===== config.mk =====
export PLATFORM = sky130hd
export DESIGN_NAME = prince_sbox_d2_compress
export DESIGN_NICKNAME = d
export VERILOG_FILES = /design/src/rtl/prince_sbox_d2_compress_pkg.sv /design/src/rtl/prince_sbox_d2_compress_anf.sv /design/src/rtl/prince_sbox_d2_compress.sv
export SDC_FILE = /design/constraint.sdc
export NUM_CORES = 1
export LEC_CHECK = 0
export CELL_PAD_IN_SITES_DETAIL_PLACEMENT = 0
export CELL_PAD_IN_SITES_GLOBAL_PLACEMENT = 2
export CORE_MARGIN = 8
export CORE_UTILIZATION = 32
export DETAILED_ROUTE_END_ITERATION = 10
export MAX_ROUTING_LAYER = met4
export PLACE_DENSITY_LB_ADDON = 0.1
export SLEW_MARGIN = 0
export SYNTH_ARGS = -nofsm -noshare
export SYNTH_HDL_FRONTEND = slang
export SYNTH_HIERARCHICAL = 1
export SYNTH_SLANG_ARGS = --single-unit

===== constraint.sdc =====
create_clock -name clk -period 1.7 [get_ports clk]
set_clock_uncertainty 0.15 [all_clocks]
set_input_delay 0.34 -clock clk [delete_from_list [all_inputs] [get_ports clk]]
set_output_delay 0.34 -clock clk [all_outputs]
set_load 0.02 [all_outputs]

===== src/rtl/prince_sbox_d2_compress_pkg.sv =====
// Shared constants for the 3-share PRINCE S-box compression stage.
// Contains the S-box table, the monomial ordering, and the ANF coefficient
// matrix that is derived from the S-box at elaboration time.
package prince_d2_pkg;

  localparam int unsigned MONO_W = 14;
  localparam int unsigned SH_W   = 4;

  // PRINCE S-box, indexed by x = {d,c,b,a}
  localparam logic [SH_W-1:0] SBOX [16] = '{
    4'hB, 4'hF, 4'h3, 4'h2, 4'hA, 4'hC, 4'h9, 4'h1,
    4'h6, 4'h7, 4'h8, 4'h0, 4'hE, 4'h5, 4'hD, 4'h4
  };

  // Input-variable mask of each monomial, in the order the upstream stage
  // delivers them: a,b,c,d,ab,ac,ad,bc,bd,cd,abc,abd,acd,bcd (a = x[0])
  localparam logic [3:0] MONO_MASK [MONO_W] = '{
    4'h1, 4'h2, 4'h4, 4'h8, 4'h3, 4'h5, 4'h9,
    4'h6, 4'hA, 4'hC, 4'h7, 4'hB, 4'hD, 4'hE
  };

  // Constant ANF term S(0), added to share 0 only
  localparam logic [SH_W-1:0] CONST0 = 4'hB;

  typedef logic [SH_W-1:0][MONO_W-1:0] anf_t;

  typedef struct packed {
    logic [SH_W-1:0] y2;
    logic [SH_W-1:0] y1;
    logic [SH_W-1:0] y0;
  } shares_t;

  // Moebius transform: coefficient of monomial m in output bit k is the XOR
  // of S(x)[k] over every x whose set bits are a subset of m.
  function automatic anf_t anf_from_sbox();
    anf_t       r;
    logic [3:0] xv;
    logic [3:0] jv;
    logic [1:0] kv;
    r = '0;
    for (int unsigned k = 0; k < SH_W; k++) begin
      kv = 2'(k);
      for (int unsigned j = 0; j < MONO_W; j++) begin
        jv = 4'(j);
        for (int unsigned x = 0; x < 16; x++) begin
          xv = 4'(x);
          if ((xv & ~MONO_MASK[jv]) == 4'h0) begin
            r[kv][jv] = r[kv][jv] ^ SBOX[xv][kv];
          end
        end
      end
    end
    return r;
  endfunction

  localparam anf_t ANF = anf_from_sbox();

endpackage


===== src/rtl/prince_sbox_d2_compress_anf.sv =====
// Single-share linear compression of 14 monomial bits to a 4-bit S-box
// output share using the ANF coefficient matrix. Purely combinational.
module prince_anf_compress
  import prince_d2_pkg::*;
(
  input  logic [MONO_W-1:0] i_mono,
  input  logic              i_const_en,
  output logic [SH_W-1:0]   o_y
);

  logic [SH_W-1:0] w_lin;

  for (genvar k = 0; k < SH_W; k++) begin : g_bit
    assign w_lin[k] = ^(ANF[k] & i_mono);
  end

  // Add the constant term only on the share that owns it
  always_comb begin
    o_y = w_lin;
    if (i_const_en) begin
      o_y = w_lin ^ CONST0;
    end
  end

endmodule


===== src/rtl/prince_sbox_d2_compress.sv =====
// Downstream stage of the d=2 PRINCE S-box: registers monomial shares,
// compresses each share through the ANF map, and delivers 4-bit output
// shares through a 2-stage valid/ready pipeline with a nibble counter.
// Optional zero-sum share refresh: define PRINCE_SOP_REFRESH_EN.
module prince_sbox_d2_compress
  import prince_d2_pkg::*;
#(
  parameter int unsigned NIBBLES = 16,
  parameter int unsigned CNT_W   = 4
) (
  input  logic              clk,
  input  logic              rst_n,
  input  logic              in_valid,
  output logic              in_ready,
  input  logic [MONO_W-1:0] mono0,
  input  logic [MONO_W-1:0] mono1,
  input  logic [MONO_W-1:0] mono2,
  input  logic [7:0]        rnd,
  output logic              out_valid,
  input  logic              out_ready,
  output logic [SH_W-1:0]   y0,
  output logic [SH_W-1:0]   y1,
  output logic [SH_W-1:0]   y2,
  output logic              out_last,
  output logic [CNT_W-1:0]  nib_cnt
);

  localparam logic [CNT_W-1:0] LAST_IDX = CNT_W'(NIBBLES - 1);

  logic              r_s1_valid;
  logic [MONO_W-1:0] r_mono0;
  logic [MONO_W-1:0] r_mono1;
  logic [MONO_W-1:0] r_mono2;
  logic              r_s2_valid;
  shares_t           r_s2;
  logic [CNT_W-1:0]  r_nib_cnt;

  logic              w_s1_adv;
  logic              w_in_xfer;
  logic              w_s2_load;
  logic              w_out_xfer;
  logic [SH_W-1:0]   w_y0_c;
  logic [SH_W-1:0]   w_y1_c;
  logic [SH_W-1:0]   w_y2_c;
  shares_t           w_s2_d;

  assign w_s1_adv   = !r_s2_valid | out_ready;
  assign in_ready   = !r_s1_valid | w_s1_adv;
  assign w_in_xfer  = in_valid & in_ready;
  assign w_s2_load  = r_s1_valid & w_s1_adv;
  assign w_out_xfer = r_s2_valid & out_ready;

  prince_anf_compress u_cmp0 (
    .i_mono     (r_mono0),
    .i_const_en (1'b1),
    .o_y        (w_y0_c)
  );

  prince_anf_compress u_cmp1 (
    .i_mono     (r_mono1),
    .i_const_en (1'b0),
    .o_y        (w_y1_c)
  );

  prince_anf_compress u_cmp2 (
    .i_mono     (r_mono2),
    .i_const_en (1'b0),
    .o_y        (w_y2_c)
  );

`ifdef PRINCE_SOP_REFRESH_EN
  // Zero-sum refresh: r0 ^ r1 ^ (r0 ^ r1) cancels in the recombined value
  always_comb begin
    w_s2_d    = '0;
    w_s2_d.y0 = w_y0_c ^ rnd[3:0];
    w_s2_d.y1 = w_y1_c ^ rnd[7:4];
    w_s2_d.y2 = w_y2_c ^ rnd[3:0] ^ rnd[7:4];
  end
`else
  logic w_unused_rnd;
  assign w_unused_rnd = ^rnd;

  // Shares pass to stage 2 unrefreshed
  always_comb begin
    w_s2_d    = '0;
    w_s2_d.y0 = w_y0_c;
    w_s2_d.y1 = w_y1_c;
    w_s2_d.y2 = w_y2_c;
  end
`endif

  // Stage 1: capture monomial shares; valid follows in_valid whenever the
  // slot is free or draining this cycle
  always_ff @(posedge clk or negedge rst_n) begin
    if (!rst_n) begin
      r_s1_valid <= 1'b0;
      r_mono0    <= '0;
      r_mono1    <= '0;
      r_mono2    <= '0;
    end else begin
      if (in_ready) begin
        r_s1_valid <= in_valid;
      end
      if (w_in_xfer) begin
        r_mono0 <= mono0;
        r_mono1 <= mono1;
        r_mono2 <= mono2;
      end
    end
  end

  // Stage 2: capture compressed shares; data holds when nothing moves in
  always_ff @(posedge clk or negedge rst_n) begin
    if (!rst_n) begin
      r_s2_valid <= 1'b0;
      r_s2       <= '0;
    end else begin
      if (w_s1_adv) begin
        r_s2_valid <= r_s1_valid;
      end
      if (w_s2_load) begin
        r_s2 <= w_s2_d;
      end
    end
  end

  // Nibble counter: advances per output transfer, wraps after NIBBLES
  always_ff @(posedge clk or negedge rst_n) begin
    if (!rst_n) begin
      r_nib_cnt <= '0;
    end else if (w_out_xfer) begin
      if (r_nib_cnt == LAST_IDX) begin
        r_nib_cnt <= '0;
      end else begin
        r_nib_cnt <= r_nib_cnt + 1'b1;
      end
    end
  end

  assign out_valid = r_s2_valid;
  assign y0        = r_s2.y0;
  assign y1        = r_s2.y1;
  assign y2        = r_s2.y2;
  assign nib_cnt   = r_nib_cnt;
  assign out_last  = r_s2_valid & (r_nib_cnt == LAST_IDX);

endmodule

==> metrics.txt <==
VDD IR max 0.550 mV; unrepaired setup endpoints after global routing yes; sequential fraction of the synthesis area 47.8%; initial antenna violation count 0; CP endpoint kind output pin; Die Width 115 µm; worst-path fanout max 2; grt met2 use 15.6%; violated checks negative setup slack; Worst Path Required 1.21 ns; HPWL after DPL 4200 µm; ant diodes 0; Slew Limit Fails 0; Post-Synthesis Cells 175; Mapped Area 0.00314 mm²; ranking of synthesized cells by area dfrtp_1 48%, mux2_4 19%, xnor3_1 13%; FF+latch area 0.00150 mm²; Core Util, Final 45.9%; post-synthesis compound-gate area fraction 0.517%; Core ar. 0.00964 mm²; CP Launch Type flip-flop; final hold vios 0; outcome complete, but fails checks; Buf/Inv on CP 2; ratio of cells with drive above 1 in the final layout 41.4%; # IOs 73; vias in the first global route 2007; total track usage 10.5%; M1 GR Usage 12.4%; Max Root-Sink Buffers 2; Unique masters post-synth 23; WP data arrival 1.21 ns; post-synthesis xor/xnor area fraction 20.2%; Num CTS Buffers 9; Lkg Pwr 2.18 nW; drc violations 0; Synth Warn # 6; layout filler cell count 908; count leader, synth dfrtp_1; pwr/cell area 1340 mW/mm²; row count 36; Multi-input gate area 0.00158 mm²; post-synth top area share 47.8%; DR vias/cell 4.19; Synth Area in Simple Gates 3.38%; final setup fails 1; root buffer cell clkbuf_8; Avg WL per Cell 14.9 µm; CP max-delay cell dfrtp_1; leading area contributor after synthesis dfrtp_1; Chip Height 115 µm; Initial DRT Pass Iterations 4; met3 usage 4.41%; setup TNS -0.000761 ns; DRT Wirelength 6220 µm; worst-path cell chain ha_2 -> nand4_1 -> inv_1 -> buf_6; Mapped Avg Cell Area 18.0 µm²; via count 1750; Antenna Nets Post-Route 0; Async SR Flop Fraction 100%; #FFs+latches synth 60; number of flops mapped to enable cells by yosys 0; most common flop cell mapped by yosys dfrtp_1; Min-Delay Path Class input port to flip-flop; Synth top cells by count 60 x dfrtp_1, 40 x mux2_4, 18 x xnor3_1, 15 x mux2_2, 10 x xnor2_1; clock sink count 60; NumNets Final 335; worst setup margin -0.000761 ns; GRT busiest layer met2; Worst-Skew Late Latency 0.33 ns; PortBufs 64; CP peak stage delay 0.39 ns; Tmin final 1.70 ns; largest net degree at the start of global routing 61; max cap viols 0; area grow syn2layout 40.6%; Starting Density 32.6%; Placer Congestion 0.720; post-synthesis adder-cell area fraction 0.398%; main combinational cell family by area after synthesis multiplexers; die area 0.0133 mm²; first-pass GRT wire length 10100 µm; placed cell areas 0.00403 mm²; mux contribution to synthesized area 24.5%; clock-pin slew on the worst setup and hold paths 0.07 ns; total gr overflow 0; CTS tree yes; final worst path period share 100%; Setup CP Type flip-flop to output pin; H-tree depth 3; Final Cell Area 0.00442 mm²; DR iter-0 viols 35; Crit path max-delay family flip-flops; FMAX 588 MHz; Reg2Reg Setup Slack 0.02 ns
[worst paths after layout]
| path | from | to | cells past startpoint |
|---|---|---|---|
| max | nib_cnt[0] | out_last | 4 |
| min | out_ready | nib_cnt[3] | 3 |
| max reg2reg | r_mono0[12] | y0[3] | 3 |
| min reg2reg | y0[3] | y0[3] | 1 |
| max in group asynchronous | rst_n | r_mono1[2] | 3 |
| min in group asynchronous | rst_n | r_mono0[9] | 3 |
[layer usage]
layer  wire, µm  vias to the layer above
li1           -                      829
met1       2880                      862
met2       2890                       50
met3        346                        9
met4         96                        0
met5          0                        -
[flip-flops by register name (all words and copies together), names as in the netlist]
register / count
r_mono0: 14
out_valid: 1
y2: 4
y0: 4
r_mono1: 14
y1: 4
r_s1_valid: 1
nib_cnt: 4
r_mono2: 14
[stage by stage]
step	hold slack, ns	setup WS [ns]	power, mW	std cells
2_1_floorplan	-0.106	0.0534	3.59	176
3_3_place_gp	0.236	-0.447	4.45	384
3_5_place_dp	0.235	-0.450	4.46	384
4_1_cts	0.356	-0.0274	5.95	407
5_1_grt	0.257	-0.103	6.30	418
6_report	0.258	-0.000761	5.93	418
[kinds of logic (layout without fill, tap and decap cells)]
family                     Yosys count  in the layout
AOI/OAI and AO/OA                    3              3
DFF                                 60             60
buffers and inverters                6            115
xor gates and xnor gates            34             34
adders and majority gates            1              1
and+or+nand+nor                     14             14
muxes                               55             55
other                                2              3
[cells in the final DEF, fill, tap and decap left out, drive strengths merged]
cell type       n
dfrtp          60
mux2           55
clkdlybuf4s50  43
buf            36
xnor3          21
clkbuf         15
dlygate4sd2    12
xnor2          10
nand2           5
conb            3
xor3            3
clkdlybuf4s15   3
nand4           2
nand2b          2
nand3           2
bufinv          2
inv             1
nand3b          1
o21ai           1
or2b            1
and4            1
a21oi           1
a31oi           1
ha              1
clkinvlp        1
dlygate4sd3     1
dlymetal6s2s    1
[layout make-up]
class	instances	share of cell area [%]
Sequential cell	60	34.0
Clock inverter	3	1.53
Multi-Input combinational cell	110	35.7
Inverter	1	0.0849
Timing Repair Buffer	98	21.2
Tap cell	133	3.76
Clock buffer	13	3.82
[what timing repair did]
| action | in CTS | in global routing |
|---|---|---|
| gates resized for setup | 33 | 12 |
| endpoints found under the hold margin | 60 | 0 |
| endpoints found under the setup margin | 28 | 15 |
| hold buffers | 1 | 0 |
| buffers inserted | 6 | 11 |
| pin swaps | 11 | 9 |
[tightest hold or removal path, cell delays in order]
cell	delay (ns)
dlymetal6s2s_1	0.13
buf_4	0.15
a31oi_1	0.08
[report_power, final]
group          leakage [nW]  total, mW  internal, mW  switching [mW]
registers             0.699       2.01          1.78           0.231
clock network         0.116       1.51         0.947           0.568
logic                  1.36       2.41          1.57           0.838
Note: power is estimated with default switching activity, not from simulation.
